## src/rtl/mipi_tx_pkg.sv

```systemverilog
// Shared types and constants for the MIPI HS transmit serializer.
package mipi_tx_pkg;

    typedef enum logic [1:0] {IDLE, SYNC, DATA, TRAIL} state_t;

    localparam logic [7:0] HS_SYNC      = 8'hB8;
    localparam int         BITS_PER_CLK = 2;

    // Earlier bit of a lane's pair sits in the upper half of tx_data, later bit in the lower half.
    function automatic int tx_bit_pos(input int lane, input int lanes, input logic early);
        return early ? (lanes + lane) : lane;
    endfunction

endpackage

```

## src/rtl/mipi_tx_lane_shift.sv

```systemverilog
// One lane's byte shifter: emits 2 bits per clock LSB-first and remembers the
// last transmitted bit so the trail can drive its complement.
module mipi_tx_lane_shift
    import mipi_tx_pkg::*;
(
    input  logic                    clk,
    input  logic                    rst,
    input  logic                    i_load,
    input  logic                    i_shift,
    input  logic                    i_trail,
    input  logic [7:0]              i_byte,
    output logic [BITS_PER_CLK-1:0] o_pair
);

    logic [7:0]              r_shift;
    logic [BITS_PER_CLK-1:0] r_pair;
    logic                    r_last_bit;

    // The loaded byte's first pair goes straight out; the rest waits in r_shift.
    always_ff @(posedge clk or posedge rst) begin
        if (rst) begin
            r_shift    <= '0;
            r_pair     <= '0;
            r_last_bit <= 1'b0;
        end else if (i_load) begin
            r_pair     <= i_byte[1:0];
            r_shift    <= {2'b00, i_byte[7:2]};
            r_last_bit <= i_byte[1];
        end else if (i_shift) begin
            r_pair     <= r_shift[1:0];
            r_shift    <= {2'b00, r_shift[7:2]};
            r_last_bit <= r_shift[1];
        end else if (i_trail) begin
            r_pair     <= {2{~r_last_bit}};
        end else begin
            r_pair     <= '0;
            r_shift    <= '0;
        end
    end

    assign o_pair = r_pair;

endmodule

```

## src/rtl/mipi_hs_lane_serializer.sv

```systemverilog
// HS burst framer/serializer: sync byte, LSB-first data at 2 bits/lane/clock, trail.
// Optional MIPI_TX_STATS_EN adds a saturating per-burst accepted-word counter (word_cnt).
module mipi_hs_lane_serializer
    import mipi_tx_pkg::*;
#(
    parameter int         LANES        = 4,
    parameter logic [7:0] SYNC_BYTE    = HS_SYNC,
    parameter int         TRAIL_CYCLES = 4
) (
    input  logic                 clk,
    input  logic                 rst,
    input  logic                 s_valid,
    output logic                 s_ready,
    input  logic [8*LANES-1:0]   s_data,
    input  logic                 s_last,
    output logic [2*LANES-1:0]   tx_data,
    output logic                 hs_active,
    output logic                 underflow,
    input  logic                 clr_underflow
`ifdef MIPI_TX_STATS_EN
    ,
    output logic [15:0]          word_cnt
`endif
);

    localparam int             TW         = (TRAIL_CYCLES > 1) ? $clog2(TRAIL_CYCLES) : 1;
    localparam logic [TW-1:0]  TRAIL_LAST = TW'(TRAIL_CYCLES - 1);

    state_t                          r_state;
    logic [1:0]                      r_phase;
    logic                            r_last;
    logic [TW-1:0]                   r_trail_cnt;
    logic                            r_hs_active;
    logic                            r_underflow;

    logic                            w_phase_end, w_ready, w_accept, w_starve;
    logic                            w_start, w_load, w_shift, w_trail;
    logic [LANES-1:0][BITS_PER_CLK-1:0] w_pair;
    logic [2*LANES-1:0]              w_tx;

    assign w_phase_end = (r_phase == 2'd3);
    // A recorded last flag closes the burst, so a word offered then belongs to the next one.
    assign w_ready  = ((r_state == SYNC) | ((r_state == DATA) & ~r_last)) & w_phase_end;
    assign w_accept = s_valid & w_ready;
    assign w_starve = w_ready & ~s_valid;
    assign w_start  = (r_state == IDLE) & s_valid;
    assign w_load   = w_start | w_accept;
    assign w_shift  = ((r_state == SYNC) | (r_state == DATA)) & ~w_phase_end;
    assign w_trail  = (((r_state == SYNC) | (r_state == DATA)) & w_phase_end & ~w_accept) |
                      ((r_state == TRAIL) & (r_trail_cnt != TRAIL_LAST));
    assign s_ready  = w_ready;

    always_ff @(posedge clk or posedge rst) begin
        if (rst) begin
            r_state     <= IDLE;
            r_phase     <= 2'd0;
            r_last      <= 1'b0;
            r_trail_cnt <= '0;
            r_hs_active <= 1'b0;
            r_underflow <= 1'b0;
        end else begin
            case (r_state)
                IDLE: begin
                    if (s_valid) begin
                        r_state     <= SYNC;
                        r_phase     <= 2'd0;
                        r_last      <= 1'b0;
                        r_hs_active <= 1'b1;
                    end
                end
                SYNC, DATA: begin
                    r_phase <= r_phase + 2'd1;
                    if (w_phase_end) begin
                        if (w_accept) begin
                            r_state <= DATA;
                            r_last  <= s_last;
                        end else begin
                            r_state     <= TRAIL;
                            r_trail_cnt <= '0;
                        end
                    end
                end
                TRAIL: begin
                    if (r_trail_cnt == TRAIL_LAST) begin
                        r_state     <= IDLE;
                        r_hs_active <= 1'b0;
                    end else begin
                        r_trail_cnt <= r_trail_cnt + 1'b1;
                    end
                end
                default: r_state <= IDLE;
            endcase

            if (w_starve)
                r_underflow <= 1'b1;
            else if (clr_underflow)
                r_underflow <= 1'b0;
        end
    end

    for (genvar k = 0; k < LANES; k++) begin : g_lane
        mipi_tx_lane_shift u_lane (
            .clk     (clk),
            .rst     (rst),
            .i_load  (w_load),
            .i_shift (w_shift),
            .i_trail (w_trail),
            .i_byte  (w_start ? SYNC_BYTE : s_data[8*k +: 8]),
            .o_pair  (w_pair[k])
        );
    end

    always_comb begin
        w_tx = '0;
        for (int k = 0; k < LANES; k++) begin
            w_tx[tx_bit_pos(k, LANES, 1'b1)] = w_pair[k][0];
            w_tx[tx_bit_pos(k, LANES, 1'b0)] = w_pair[k][1];
        end
    end

    assign tx_data   = w_tx;
    assign hs_active = r_hs_active;
    assign underflow = r_underflow;

`ifdef MIPI_TX_STATS_EN
    logic [15:0] r_word_cnt;

    always_ff @(posedge clk or posedge rst) begin
        if (rst)
            r_word_cnt <= '0;
        else if (w_start)
            r_word_cnt <= '0;
        else if (w_accept && (r_word_cnt != 16'hFFFF))
            r_word_cnt <= r_word_cnt + 16'd1;
    end

    assign word_cnt = r_word_cnt;
`endif

endmodule

```

## config.mk

```make
export PLATFORM = sky130hd
export DESIGN_NAME = mipi_hs_lane_serializer
export DESIGN_NICKNAME = d
export VERILOG_FILES = /design/src/rtl/mipi_tx_pkg.sv /design/src/rtl/mipi_tx_lane_shift.sv /design/src/rtl/mipi_hs_lane_serializer.sv
export SDC_FILE = /design/constraint.sdc
export NUM_CORES = 1
export LEC_CHECK = 0
export ABC_AREA = 1
export BUFFER_PORTS_ARGS = -buffer_cell sky130_fd_sc_hd__buf_4
export CAP_MARGIN = 25
export CORE_ASPECT_RATIO = 1.2
export CORE_MARGIN = 1
export CORE_UTILIZATION = 51
export CTS_CLUSTER_SIZE = 14
export DETAILED_ROUTE_END_ITERATION = 8
export PLACE_DENSITY = 0.85
export SLEW_MARGIN = 10
export SYNTH_ARGS = -nofsm -noshare
export SYNTH_HDL_FRONTEND = slang
export SYNTH_SLANG_ARGS = --single-unit
```

## constraint.sdc

```tcl
create_clock -name clk -period 1.73 [get_ports clk]
set_input_delay 0.173 -clock clk [delete_from_list [all_inputs] [get_ports clk]]
set_output_delay 0.173 -clock clk [all_outputs]
set_load 0.02 [all_outputs]
```

==> summary.md, run 1 <==
| Metric | Value |
|---|---|
| Number of standard cells in the layout, taps in and fillers out | `411` |
| Number of buffers created by CTS | `5` |
| CP Max Fanout | `7` |
| Maximum number of pins on one net before global-route repair | `32` |
| Vertical die dimension | `76.9 um` |
| Cell count after placement | `391` |
| Remaining antenna violation count after routing | `0` |
| Num ports | `48` |
| Met2 wire len | `3000 um` |
| Buffers and inverters on the worst path | `2` |
| Clock sink total | `45` |
| Final-report max-slew violation count | `0` |
| Peak per-stage delay on the critical path | `0.40 ns` |
| Share of the yosys chip area belonging to registers | `0.472` |
| First-pass detailed-route iteration total | `5` |
| Global route overflow | `0` |
| Dominant combinational cell family by area after synthesis | `simple AND/OR/NAND/NOR gates` |
| Skew final | `0.00923 ns` |
| Area enclosed by the die boundary | `4960 sq um` |
| Critical path class | `reg -> reg` |
| Data arrival time of the worst path | `1.96 ns` |
| Diode insertion count for antenna repair | `0` |
| WL/cell | `14.8 um` |
| Flop and latch count out of synthesis | `45` |
| Crit share post-route | `0.990` |
| Share of layout cells above drive strength 1 | `0.315` |
| First DRT Iteration DRCs | `188` |
| Clk Tree Root Cell | `sky130_fd_sc_hd__clkbuf_8` |
| Number of maximum-capacitance violations | `0` |
| Synth Area in Compound Gates | `0.0802` |
| RSZ-0062 raised after global routing | `yes` |
| Clock network latency to the later pin of the worst-skew pair | `0.31 ns` |
| Fin crit period | `1.71 ns` |
| Transition time at the pin with the least slew margin | `0.694 ns` |
| Startpoint type of the worst setup path | `register` |
| Initial Utilization | `0.548` |
| Result of the run | `finished clean` |
| Total length of routed wires | `6070 um` |
| Synth Area in Simple Gates | `0.324` |
| Kind of cell with the highest combined delay on the critical path | `simple AND/OR/NAND/NOR gates` |
| Cell area after synthesis | `2390 sq um` |
| Core outline area | `4360 sq um` |
| Total of endpoints with negative setup slack in the final report | `0` |
| Xor-xnor portion of the synthesized cell area | `0` |
| TritonCTS clock tree | `built` |
| DP Wirelength | `3700 um` |
| Count of input and output buffers | `47` |
| DRC violations left | `0` |
| Mux contribution to synthesized area | `0` |
| Max Fclk | `0.584 GHz` |
| Syn Nets | `334` |
| Lkg Pwr | `1.73 nW` |
| Antenna violations before repair | `0` |
| All-layer global routing usage | `0.234` |
| Library cell with the largest summed area after synthesis | `sky130_fd_sc_hd__dfrtp_1` |
| Hold path start | `clr_underflow` |
| Fraction of the mapped netlist area in adder cells | `0.0314` |
| Post-layout nets | `397` |
| Area added between synthesis and finish | `32.7%` |
| CTS clock-pin slew for the worst setup and hold paths | `0.08 ns` |
| Chip width | `64.5 um` |
| Reg-to-Reg Start | `r_state[0]` |
| Count of distinct cell types in the synthesized netlist | `26` |
| FP Rows | `26` |
| Wire length of the first global-routing pass | `8930 um` |
| Average size of a mapped cell | `8.20 sq um` |
| Destination of the worst register-to-register timing path | `g_lane[0].u_lane.r_shift[3]` |
| Via count of the first global-routing pass | `1992` |
| Maximum VDD drop | `0.000912 V` |
| Critical Path Slowest Stage Cell | `sky130_fd_sc_hd__dfrtp_1` |
| Global placer's final weighted congestion | `0.851` |
| Filler cell count | `317` |
| Total of warnings raised by yosys | `0` |
| Category of the worst setup path capture point | `register` |
| Number of vias per cell after detailed routing | `5.42` |
| Worst relative slew slack | `0.535` |
| Via Count | `2228` |
| Gate Count Post-Synth | `291` |
| Cells on Worst Hold Path | `2` |
| Endpoint required time on the critical path | `1.98 ns` |
| Ranking of synthesized cells by area | `sky130_fd_sc_hd__dfrtp_1, sky130_fd_sc_hd__nand2_1, sky130_fd_sc_hd__nand3_1, sky130_fd_sc_hd__inv_1, sky130_fd_sc_hd__o21ai_0` |
| Detailed-routing wirelength on met1 | `2410 um` |
| Worst-path cell chain | `inv_2 -> ha_1 -> nand2_1 -> nand2_2 -> nand3_4 -> nand2_8 -> nor2_4 -> clkbuf_16 -> nand3_1 -> nand2_1` |
| Total Negative Setup Slacks | `0 ns` |
| Maximum clock path buffer count | `2` |
| Worst Hold Class | `in -> reg` |
| Pre-CTS setup slack | `-0.00182 ns` |
| Endpoint of the worst hold-timing path | `underflow` |
| Register-to-register setup slack | `0.02 ns` |
| Final hold violation count | `0` |
| Fraction of post-synthesis cell area in the top cell type by area | `0.472` |
| Most used cell along the critical path | `sky130_fd_sc_hd__nand2_1` |
| Reg2Reg Depth | `10` |
| Sum of internal, switching and leakage power | `6.01 mW` |
| Uppermost routed layer | `met4` |
| Setup slack after layout | `0.0177 ns` |
| Pwr/cell area | `1900 nW/um^2` |
| H-tree depth reported by CTS | `2` |
| Routed length on met3 | `489 um` |
## registers in the layout, summed over array words and instances (netlist names)
| register | count |
|---|---|
| underflow | 1 |
| r_last | 1 |
| r_state | 2 |
| r_phase | 2 |
| hs_active | 1 |
| g_lane.u_lane.r_last_bit | 4 |
| g_lane.u_lane.o_pair | 8 |
| r_trail_cnt | 2 |
| g_lane.u_lane.r_shift | 24 |
## repair_timing
action / in CTS / in global routing
gates cloned: 0 / 5
endpoints found under the hold margin: 18 / 0
resized for setup: 1 / 14
setup endpoints to repair: 4 / 40
setup buffers: 0 / 6
hold buffers: 1 / 0
pin swaps: 0 / 9
## through the flow
step | hold WS (ns) | area [sq um] | utilization
4_1_cts | 0.0452 | 2960 | 0.679
3_5_place_dp | 0.235 | 2850 | 0.653
3_3_place_gp | 0.234 | 2850 | 0.653
6_report | 0.0434 | 3170 | 0.727
5_1_grt | 0.0459 | 3170 | 0.727
2_1_floorplan | 0.272 | 2390 | -
## per-layer routing
layer  GRT usage  up-vias
met2       0.383      133
li1            -     1060
met1       0.304     1015
met5           0        -
met4       0.107        0
met3      0.0342       20
## worst reg2reg max path, stage by stage (launching register included)
cell                        delay (ns)
sky130_fd_sc_hd__dfrtp_1          0.40
sky130_fd_sc_hd__inv_2            0.06
sky130_fd_sc_hd__ha_1             0.20
sky130_fd_sc_hd__nand2_1          0.07
sky130_fd_sc_hd__nand2_2          0.08
sky130_fd_sc_hd__nand3_4          0.17
sky130_fd_sc_hd__nand2_8          0.09
sky130_fd_sc_hd__nor2_4           0.23
sky130_fd_sc_hd__clkbuf_16        0.20
sky130_fd_sc_hd__nand3_1          0.08
sky130_fd_sc_hd__nand2_1          0.08
## how the worst max path moves through the flow
stage                             endpoint  startpoint  cells after the start  slack [ns]
3_5_place_dp    g_lane[1].u_lane.o_pair[0]  r_state[0]                     10      -0.002
3_3_place_gp    g_lane[1].u_lane.o_pair[1]  r_state[0]                     10        0.08
2_1_floorplan  g_lane[2].u_lane.r_shift[1]  r_state[0]                      7        0.18
6_report       g_lane[0].u_lane.r_shift[3]  r_state[0]                     10        0.02
4_1_cts        g_lane[2].u_lane.r_shift[2]  r_state[0]                     10        0.03
5_1_grt        g_lane[0].u_lane.r_shift[1]  r_state[1]                      9       -0.11
## cell usage in the layout, fill, tap and decap left out, types with 3 or more instances in the layout
master and count:
sky130_fd_sc_hd__clkbuf_16 3, sky130_fd_sc_hd__buf_12 5, sky130_fd_sc_hd__ha_1 6, sky130_fd_sc_hd__nand3_2 8, sky130_fd_sc_hd__o21ai_1 3, sky130_fd_sc_hd__dfrtp_1 45, sky130_fd_sc_hd__nand3_1 21, sky130_fd_sc_hd__o21ai_0 19
sky130_fd_sc_hd__buf_4 59, sky130_fd_sc_hd__nand4_1 9, sky130_fd_sc_hd__clkbuf_8 6, sky130_fd_sc_hd__nand2_1 98, sky130_fd_sc_hd__or2_2 6, sky130_fd_sc_hd__buf_6 4, sky130_fd_sc_hd__inv_1 25, sky130_fd_sc_hd__nand2_2 6
sky130_fd_sc_hd__a22oi_1 6, sky130_fd_sc_hd__nor2_1 6
## kinds of logic after synthesis
group                      Yosys count
buffers and inverters               44
adders and majority gates            6
DFF                                 45
and+or+nand+nor                    163
AOI/OAI and AO/OA                   33
## final cells by class
class	instances	area, sq um	share of cell area
clock buffers	6	82.6	0.0261
clock inverters	2	13.8	0.00434
inverters	28	108	0.0340
multi-input cells	202	1090	0.346
flip-flops and latches	45	1130	0.355
well taps	56	70.1	0.0221
repair buffers	72	673	0.212
## power breakdown
| part | leakage (nW) | internal (mW) | switching [mW] |
|---|---|---|---|
| registers | 0.598 | 1.41 | 0.206 |
| clock network | 0.0512 | 0.324 | 0.373 |
| logic | 1.08 | 1.57 | 2.13 |
## cell usage after synthesis (all sizes together)
| master | count |
|---|---|
| nand4 | 9 |
| dfrtp | 45 |
| inv | 28 |
| nand3b | 1 |
| or2 | 6 |
| a21oi | 3 |
| o21ai | 22 |
| ha | 6 |
| a22oi | 6 |
| o22ai | 1 |
| buf | 12 |
| clkbuf | 4 |
| a211oi | 1 |
| nand2 | 107 |
| nand3 | 30 |
| nor2 | 10 |
(Power assumes the default switching activity.)
==> inputs of run 2 (changes only) <==
--- a/config.mk
+++ b/config.mk
@@ -10,10 +10,10 @@
 export CAP_MARGIN = 25
 export CORE_ASPECT_RATIO = 1.2
 export CORE_MARGIN = 1
-export CORE_UTILIZATION = 51
+export CORE_UTILIZATION = 40
 export CTS_CLUSTER_SIZE = 14
 export DETAILED_ROUTE_END_ITERATION = 8
-export PLACE_DENSITY = 0.85
+export PLACE_DENSITY = 0.71
 export SLEW_MARGIN = 10
 export SYNTH_ARGS = -nofsm -noshare
 export SYNTH_HDL_FRONTEND = slang
==> constraint.sdc (replaced) <==
create_clock -name clk -period 1.73 [get_ports clk]
set_input_delay 0.173 -clock clk [delete_from_list [all_inputs] [get_ports clk]]
set_output_delay 0.173 -clock clk [all_outputs]
set_load 0.005 [all_outputs]
==> summary.md, run 2 (synthesis results as in run 1) <==
| Metric | Value |
|---|---|
| Endpoint required time on the critical path | `1.98 ns (about the same)` |
| Crit share post-route | `1.01 (+0.0195)` |
| Most flop-heavy register | `g_lane.u_lane.r_shift` |
| Final core occ | `0.580 (-0.147)` |
| All-layer global routing usage | `0.183 (-0.0518)` |
| Worst relative slew slack | `0.556 (+0.0211)` |
| Vertical die dimension | `86.6 um (+13%)` |
| Number of buffers created by CTS | `5 (unchanged)` |
| Transition time at the pin with the least slew margin | `0.662 ns (-0.0314 ns)` |
| DRC violations left | `0 (unchanged)` |
| Result of the run | `finished, violations left` |
| Share of layout cells above drive strength 1 | `0.353 (+0.0373)` |
| Maximum number of pins on one net before global-route repair | `32 (unchanged)` |
| Category of the worst setup path capture point | `register` |
| Endpoint of the worst hold-timing path | `underflow` |
| Maximum clock path buffer count | `2 (unchanged)` |
| Setup slack after layout | `-0.0161 ns (-0.0338 ns)` |
| Critical path class | `reg -> reg` |
| Cells on Worst Hold Path | `2 (unchanged)` |
| Max Fclk | `0.573 GHz (-1.9%)` |
| Area added between synthesis and finish | `38.6%` |
| Skew final | `0.0140 ns (+0.00478 ns)` |
| Clock network latency to the later pin of the worst-skew pair | `0.31 ns (about the same)` |
| Filler cell count | `523 (+65%)` |
| Final hold violation count | `0 (unchanged)` |
| FP Rows | `30 (+15%)` |
| TritonCTS clock tree | `built` |
| Area enclosed by the die boundary | `6280 sq um (+27%)` |
| Register-to-register setup slack | `-0.02 ns (-0.03 ns)` |
| Total of endpoints with negative setup slack in the final report | `3 (+3)` |
| Lkg Pwr | `1.76 nW (+1.5%)` |
| Post-layout nets | `402 (+1.3%)` |
| Final-report max-slew violation count | `0 (unchanged)` |
| WL/cell | `13.3 um (-9.7%)` |
| H-tree depth reported by CTS | `2 (unchanged)` |
| Clock sink total | `45 (unchanged)` |
| Diode insertion count for antenna repair | `0 (unchanged)` |
| Wire length of the first global-routing pass | `8720 um (-2.3%)` |
| Worst Hold Class | `in -> reg` |
| Num ports | `48 (unchanged)` |
| Pwr/cell area | `1870 nW/um^2 (-1.6%)` |
| Reg-to-Reg Start | `r_state[0]` |
| Hold path start | `clr_underflow` |
| Core outline area | `5710 sq um (+31%)` |
| Clk Tree Root Cell | `sky130_fd_sc_hd__clkbuf_8` |
| CTS clock-pin slew for the worst setup and hold paths | `0.09 ns (about the same)` |
| Fin crit period | `1.75 ns (+0.0338 ns)` |
| Number of vias per cell after detailed routing | `4.91 (-9.4%)` |
| Destination of the worst register-to-register timing path | `g_lane[0].u_lane.r_shift[2]` |
| Number of maximum-capacitance violations | `0 (unchanged)` |
| RSZ-0062 raised after global routing | `yes` |
| Area of the multi-input gates | `1150 sq um (+4.9%)` |
| Remaining antenna violation count after routing | `0 (unchanged)` |
| Global placer's final weighted congestion | `0.890 (+4.7%)` |
| Antenna violations before repair | `0 (unchanged)` |
| CP Max Fanout | `8 (+1)` |
| Maximum VDD drop | `0.000968 V (+6.1%)` |
| Flip-flop count of the largest register after layout | `24 (unchanged)` |
| Via Count | `2160 (-3.1%)` |
| Violations in the final reports | `negative setup slack` |
| First DRT Iteration DRCs | `169 (-10%)` |
| Reg2Reg Depth | `10 (unchanged)` |
| Via count of the first global-routing pass | `1875 (-5.9%)` |
| Chip width | `72.5 um (+13%)` |
| Data arrival time of the worst path | `1.99 ns (+0.03 ns)` |
| Total length of routed wires | `5870 um (-3.3%)` |
| Total Negative Setup Slacks | `-0.0402 ns (-0.0402 ns)` |
| Startpoint type of the worst setup path | `register` |
| Most common cell after layout, fill and taps aside | `sky130_fd_sc_hd__nand2_1` |
| Count of input and output buffers | `47 (unchanged)` |
| Sequential cell area | `1130 sq um (unchanged)` |
| Global route overflow | `0 (unchanged)` |
| Leading cell types in the layout, fill and taps excluded | `sky130_fd_sc_hd__nand2_1, sky130_fd_sc_hd__buf_4, sky130_fd_sc_hd__dfrtp_1` |
| Initial Utilization | `0.418 (-0.129)` |
| Sum of internal, switching and leakage power | `6.18 mW (+2.7%)` |
| DP Wirelength | `3640 um (-1.6%)` |
| First-pass detailed-route iteration total | `4 (-1)` |
run 2: layer usage:
layer  vias up  track usage  share of wire  wire, um
li1       1064            -              -         -
met1      1014        0.240           0.41      2430
met2        71        0.291           0.52      3040
met3        11       0.0314          0.048       284
met4         0       0.0856          0.020       119
met5         -            0              0         0
run 2: per-stage QoR:
stage               worst slack, ns  hold WS (ns)  instance area (sq um)  std cells
floorplan                     0.178         0.272                   2390        291
global placement             0.0239         0.227                   2870        416
detailed placement          -0.0383         0.225                   2870        416
CTS                          0.0135        0.0350                   2990        425
global route                -0.0645        0.0503                   3310        440
finish                      -0.0161        0.0361                   3310        440
run 2: critical path: stages (launching register included):
cell	delay, ns
sky130_fd_sc_hd__dfrtp_1	0.42
sky130_fd_sc_hd__buf_6	0.13
sky130_fd_sc_hd__ha_4	0.15
sky130_fd_sc_hd__inv_2	0.06
sky130_fd_sc_hd__nand2_4	0.05
sky130_fd_sc_hd__nand3_4	0.15
sky130_fd_sc_hd__nand2_4	0.11
sky130_fd_sc_hd__nor2_4	0.26
sky130_fd_sc_hd__clkbuf_16	0.22
sky130_fd_sc_hd__nand3_1	0.07
sky130_fd_sc_hd__nand2_1	0.06
run 2: worst max-delay path by stage:
| stage | from | to | slack (ns) | cells past startpoint |
|---|---|---|---|---|
| 3_3_place_gp | r_state[0] | g_lane[3].u_lane.o_pair[0] | 0.02 | 9 |
| 5_1_grt | r_state[1] | g_lane[3].u_lane.r_shift[0] | -0.06 | 10 |
| 4_1_cts | r_state[0] | g_lane[3].u_lane.o_pair[0] | 0.01 | 10 |
| 3_5_place_dp | r_state[0] | g_lane[3].u_lane.o_pair[0] | -0.04 | 9 |
| 6_report | r_state[0] | g_lane[0].u_lane.r_shift[2] | -0.02 | 10 |
| 2_1_floorplan | r_state[0] | g_lane[2].u_lane.r_shift[1] | 0.18 | 7 |
run 2: area by class of cell:
| class | instances | share of cell area |
|---|---|---|
| Timing Repair Buffer | 77 | 0.223 |
| Tap cell | 80 | 0.0303 |
| Clock buffer | 5 | 0.0208 |
| Sequential cell | 45 | 0.340 |
| Multi-Input combinational cell | 202 | 0.347 |
| Inverter | 28 | 0.0318 |
| Clock inverter | 3 | 0.00643 |
run 2: what timing repair did:
item | CTS | global route
endpoints found under the setup margin | 21 | 37
cloned | 0 | 6
resized for setup | 4 | 33
endpoints found under the hold margin | 17 | 0
buffers inserted | 0 | 9
hold buffers | 1 | 0
pin swaps | 0 | 12
run 2: report_power, final:
group          internal (mW)  leakage (nW)  switching (mW)
clock network          0.287        0.0445           0.378
registers               1.41         0.598           0.204
logic                   1.81          1.12            2.09
==> inputs of run 3 (changes only) <==
==> constraint.sdc (replaced) <==
create_clock -name clk -period 1.85 [get_ports clk]
set_input_delay 0.185 -clock clk [delete_from_list [all_inputs] [get_ports clk]]
set_output_delay 0.185 -clock clk [all_outputs]
set_load 0.005 [all_outputs]
==> summary.md, run 3 (synthesis results as in run 1) <==
| Metric | Value |
|---|---|
| Remaining antenna violation count after routing | `0 (unchanged)` |
| Worst path depth | `9 (-1)` |
| Num ports | `48 (unchanged)` |
| First-pass detailed-route iteration total | `5 (+1)` |
| Lkg Pwr | `1.64 nW (-6.9%)` |
| Global placer's final weighted congestion | `0.809 (-9.2%)` |
| Most flop-heavy register | `g_lane.u_lane.r_shift` |
| Vertical die dimension | `86.6 um (unchanged)` |
| Critical Path Slowest Stage Cell | `sky130_fd_sc_hd__dfrtp_1` |
| Max Fclk | `0.573 GHz (about the same)` |
| Count of input and output buffers | `47 (unchanged)` |
| Pwr/cell area | `1600 nW/um^2 (-14%)` |
| Total of endpoints with negative setup slack in the final report | `0 (-3)` |
| Clk Tree Root Cell | `sky130_fd_sc_hd__clkbuf_8` |
| Sequential power share | `0.314 (+0.052)` |
| Skew final | `0.00831 ns (-0.00569 ns)` |
| Peak per-stage delay on the critical path | `0.39 ns (-0.03 ns)` |
| WL/cell | `12.1 um (-9.3%)` |
| Reg2Reg Depth | `9 (-1)` |
| Clock share of power | `0.152 (+0.044)` |
| Crit share post-route | `0.943 (-0.0660)` |
| Data arrival time of the worst path | `1.97 ns (-0.02 ns)` |
| Core outline area | `5710 sq um (unchanged)` |
| Flip-flop count of the largest register after layout | `24 (unchanged)` |
| Buffers and inverters on the worst path | `4 (+1)` |
| Combinational Power Share | `0.533 (-0.097)` |
| Total Negative Setup Slacks | `0 ns (+0.0402 ns)` |
| Share of layout cells above drive strength 1 | `0.271 (-0.0816)` |
| Most common cell after layout, fill and taps aside | `sky130_fd_sc_hd__nand2_1` |
| DRC violations left | `0 (unchanged)` |
| Sum of internal, switching and leakage power | `4.77 mW (-23%)` |
| RSZ-0062 raised after global routing | `no` |
| Final hold violation count | `0 (unchanged)` |
| Transition time at the pin with the least slew margin | `0.683 ns (+0.0208 ns)` |
| Area enclosed by the die boundary | `6280 sq um (unchanged)` |
| FP Rows | `30 (unchanged)` |
| Worst relative slew slack | `0.542 (-0.0139)` |
| Category of the worst setup path capture point | `register` |
| Endpoint required time on the critical path | `2.07 ns (+0.09 ns)` |
| Initial Utilization | `0.418 (unchanged)` |
| Worst Hold Class | `in -> reg` |
| First DRT Iteration DRCs | `130 (-23%)` |
| Total length of routed wires | `5120 um (-13%)` |
| Final hold slack | `0.0720 ns (+0.0358 ns)` |
| Via count of the first global-routing pass | `1884 (+0.48%)` |
| H-tree depth reported by CTS | `2 (unchanged)` |
| Startpoint type of the worst setup path | `register` |
| Leading cell types in the layout, fill and taps excluded | `sky130_fd_sc_hd__nand2_1, sky130_fd_sc_hd__buf_4, sky130_fd_sc_hd__dfrtp_1` |
| Result of the run | `finished clean` |
| Maximum clock path buffer count | `2 (unchanged)` |
| Fin crit period | `1.75 ns (-0.00104 ns)` |
| Maximum number of pins on one net before global-route repair | `32 (unchanged)` |
| Proportion of total power due to net switching | `0.434 (+0.00139)` |
| Via Count | `1968 (-8.9%)` |
| Kind of cell with the highest combined delay on the critical path | `buffers and inverters` |
| Diode insertion count for antenna repair | `0 (unchanged)` |
| Chip width | `72.5 um (unchanged)` |
| Most used cell along the critical path | `sky130_fd_sc_hd__inv_1` |
| Antenna violations before repair | `0 (unchanged)` |
| Number of vias per cell after detailed routing | `4.65 (-5.2%)` |
| Wire length of the first global-routing pass | `8760 um (+0.48%)` |
| Clock sink total | `45 (unchanged)` |
| TritonCTS clock tree | `built` |
| DP Wirelength | `3630 um (-0.14%)` |
| Switching pwr | `2.07 mW (-23%)` |
| Worst-path cell chain | `inv_1 -> ha_1 -> inv_1 -> nor2_2 -> buf_4 -> nand4_1 -> nand2_1 -> inv_1 -> nand2_1` |
| Critical path class | `reg -> reg` |
| Cells on Worst Hold Path | `2 (unchanged)` |
| All-layer global routing usage | `0.180 (-0.00206)` |
| Maximum VDD drop | `0.000800 V (-17%)` |
| Clock network latency to the later pin of the worst-skew pair | `0.29 ns (-0.02 ns)` |
| Global route overflow | `0 (unchanged)` |
| Cell internal pwr | `2.70 mW (-23%)` |
| Number of maximum-capacitance violations | `0 (unchanged)` |
| Post-layout nets | `385 (-4.2%)` |
| CTS clock-pin slew for the worst setup and hold paths | `0.08 ns (about the same)` |
| Final-report max-slew violation count | `0 (unchanged)` |
| CP Max Fanout | `21 (+13)` |
| Area added between synthesis and finish | `25.0%` |
| Number of buffers created by CTS | `5 (unchanged)` |
run 3: final cells by class:
cell class | instances | area, sq um
repair buffers | 60 | 490
fillers | 553 | 2720
inverters | 28 | 105
clock inverters | 2 | 38.8
flip-flops and latches | 45 | 1130
clock buffers | 6 | 72.6
multi-input cells | 202 | 1050
well taps | 80 | 100
run 3: power groups by stage:
stage	Sequential, mW	Combinational (mW)	Clock [mW]
floorplan	1.48	1.85	0
global placement	1.50	2.49	0
detailed placement	1.51	2.54	0
CTS	1.50	2.56	0.747
global route	1.53	2.86	0.781
finish	1.50	2.54	0.727
run 3: repair_timing:
item,4_1_cts,5_1_grt
resized for setup,0,1
buffers inserted,0,0
endpoints found under the hold margin,17,0
setup endpoints to repair,0,11
hold buffers,1,0
run 3: through the flow:
stage | setup slack (ns) | utilization | cells | instance area [sq um]
global placement | 0.188 | 0.500 | 414 | 2860
global route | 0.00102 | 0.523 | 423 | 2980
finish | 0.105 | 0.523 | 423 | 2980
floorplan | 0.298 | - | 291 | 2390
CTS | 0.0999 | 0.522 | 423 | 2980
detailed placement | 0.121 | 0.500 | 414 | 2860
run 3: worst paths after layout:
path / startpoint / to / slack (ns)
min in group asynchronous: rst / g_lane[1].u_lane.r_last_bit / 0.47
max reg2reg: r_state[0] / g_lane[3].u_lane.o_pair[1] / 0.10
max: r_state[0] / g_lane[3].u_lane.o_pair[1] / 0.10
min: clr_underflow / underflow / 0.07
min reg2reg: r_last / r_last / 0.48
max in group asynchronous: rst / g_lane[3].u_lane.r_shift[5] / 0.86
run 3: worst register-to-register path: stages (launching register included):
cell,delay (ns)
sky130_fd_sc_hd__dfrtp_1,0.39
sky130_fd_sc_hd__inv_1,0.09
sky130_fd_sc_hd__ha_1,0.33
sky130_fd_sc_hd__inv_1,0.06
sky130_fd_sc_hd__nor2_2,0.19
sky130_fd_sc_hd__buf_4,0.29
sky130_fd_sc_hd__nand4_1,0.13
sky130_fd_sc_hd__nand2_1,0.07
sky130_fd_sc_hd__inv_1,0.05
sky130_fd_sc_hd__nand2_1,0.09
run 3: per-layer routing:
layer | vias to the layer above | share of wire | global-route usage
met1 | 885 | 0.46 | 0.243
met4 | 0 | 0.0090 | 0.0588
met3 | 4 | 0.034 | 0.0302
met2 | 42 | 0.50 | 0.295
li1 | 1037 | - | -
met5 | - | 0 | 0
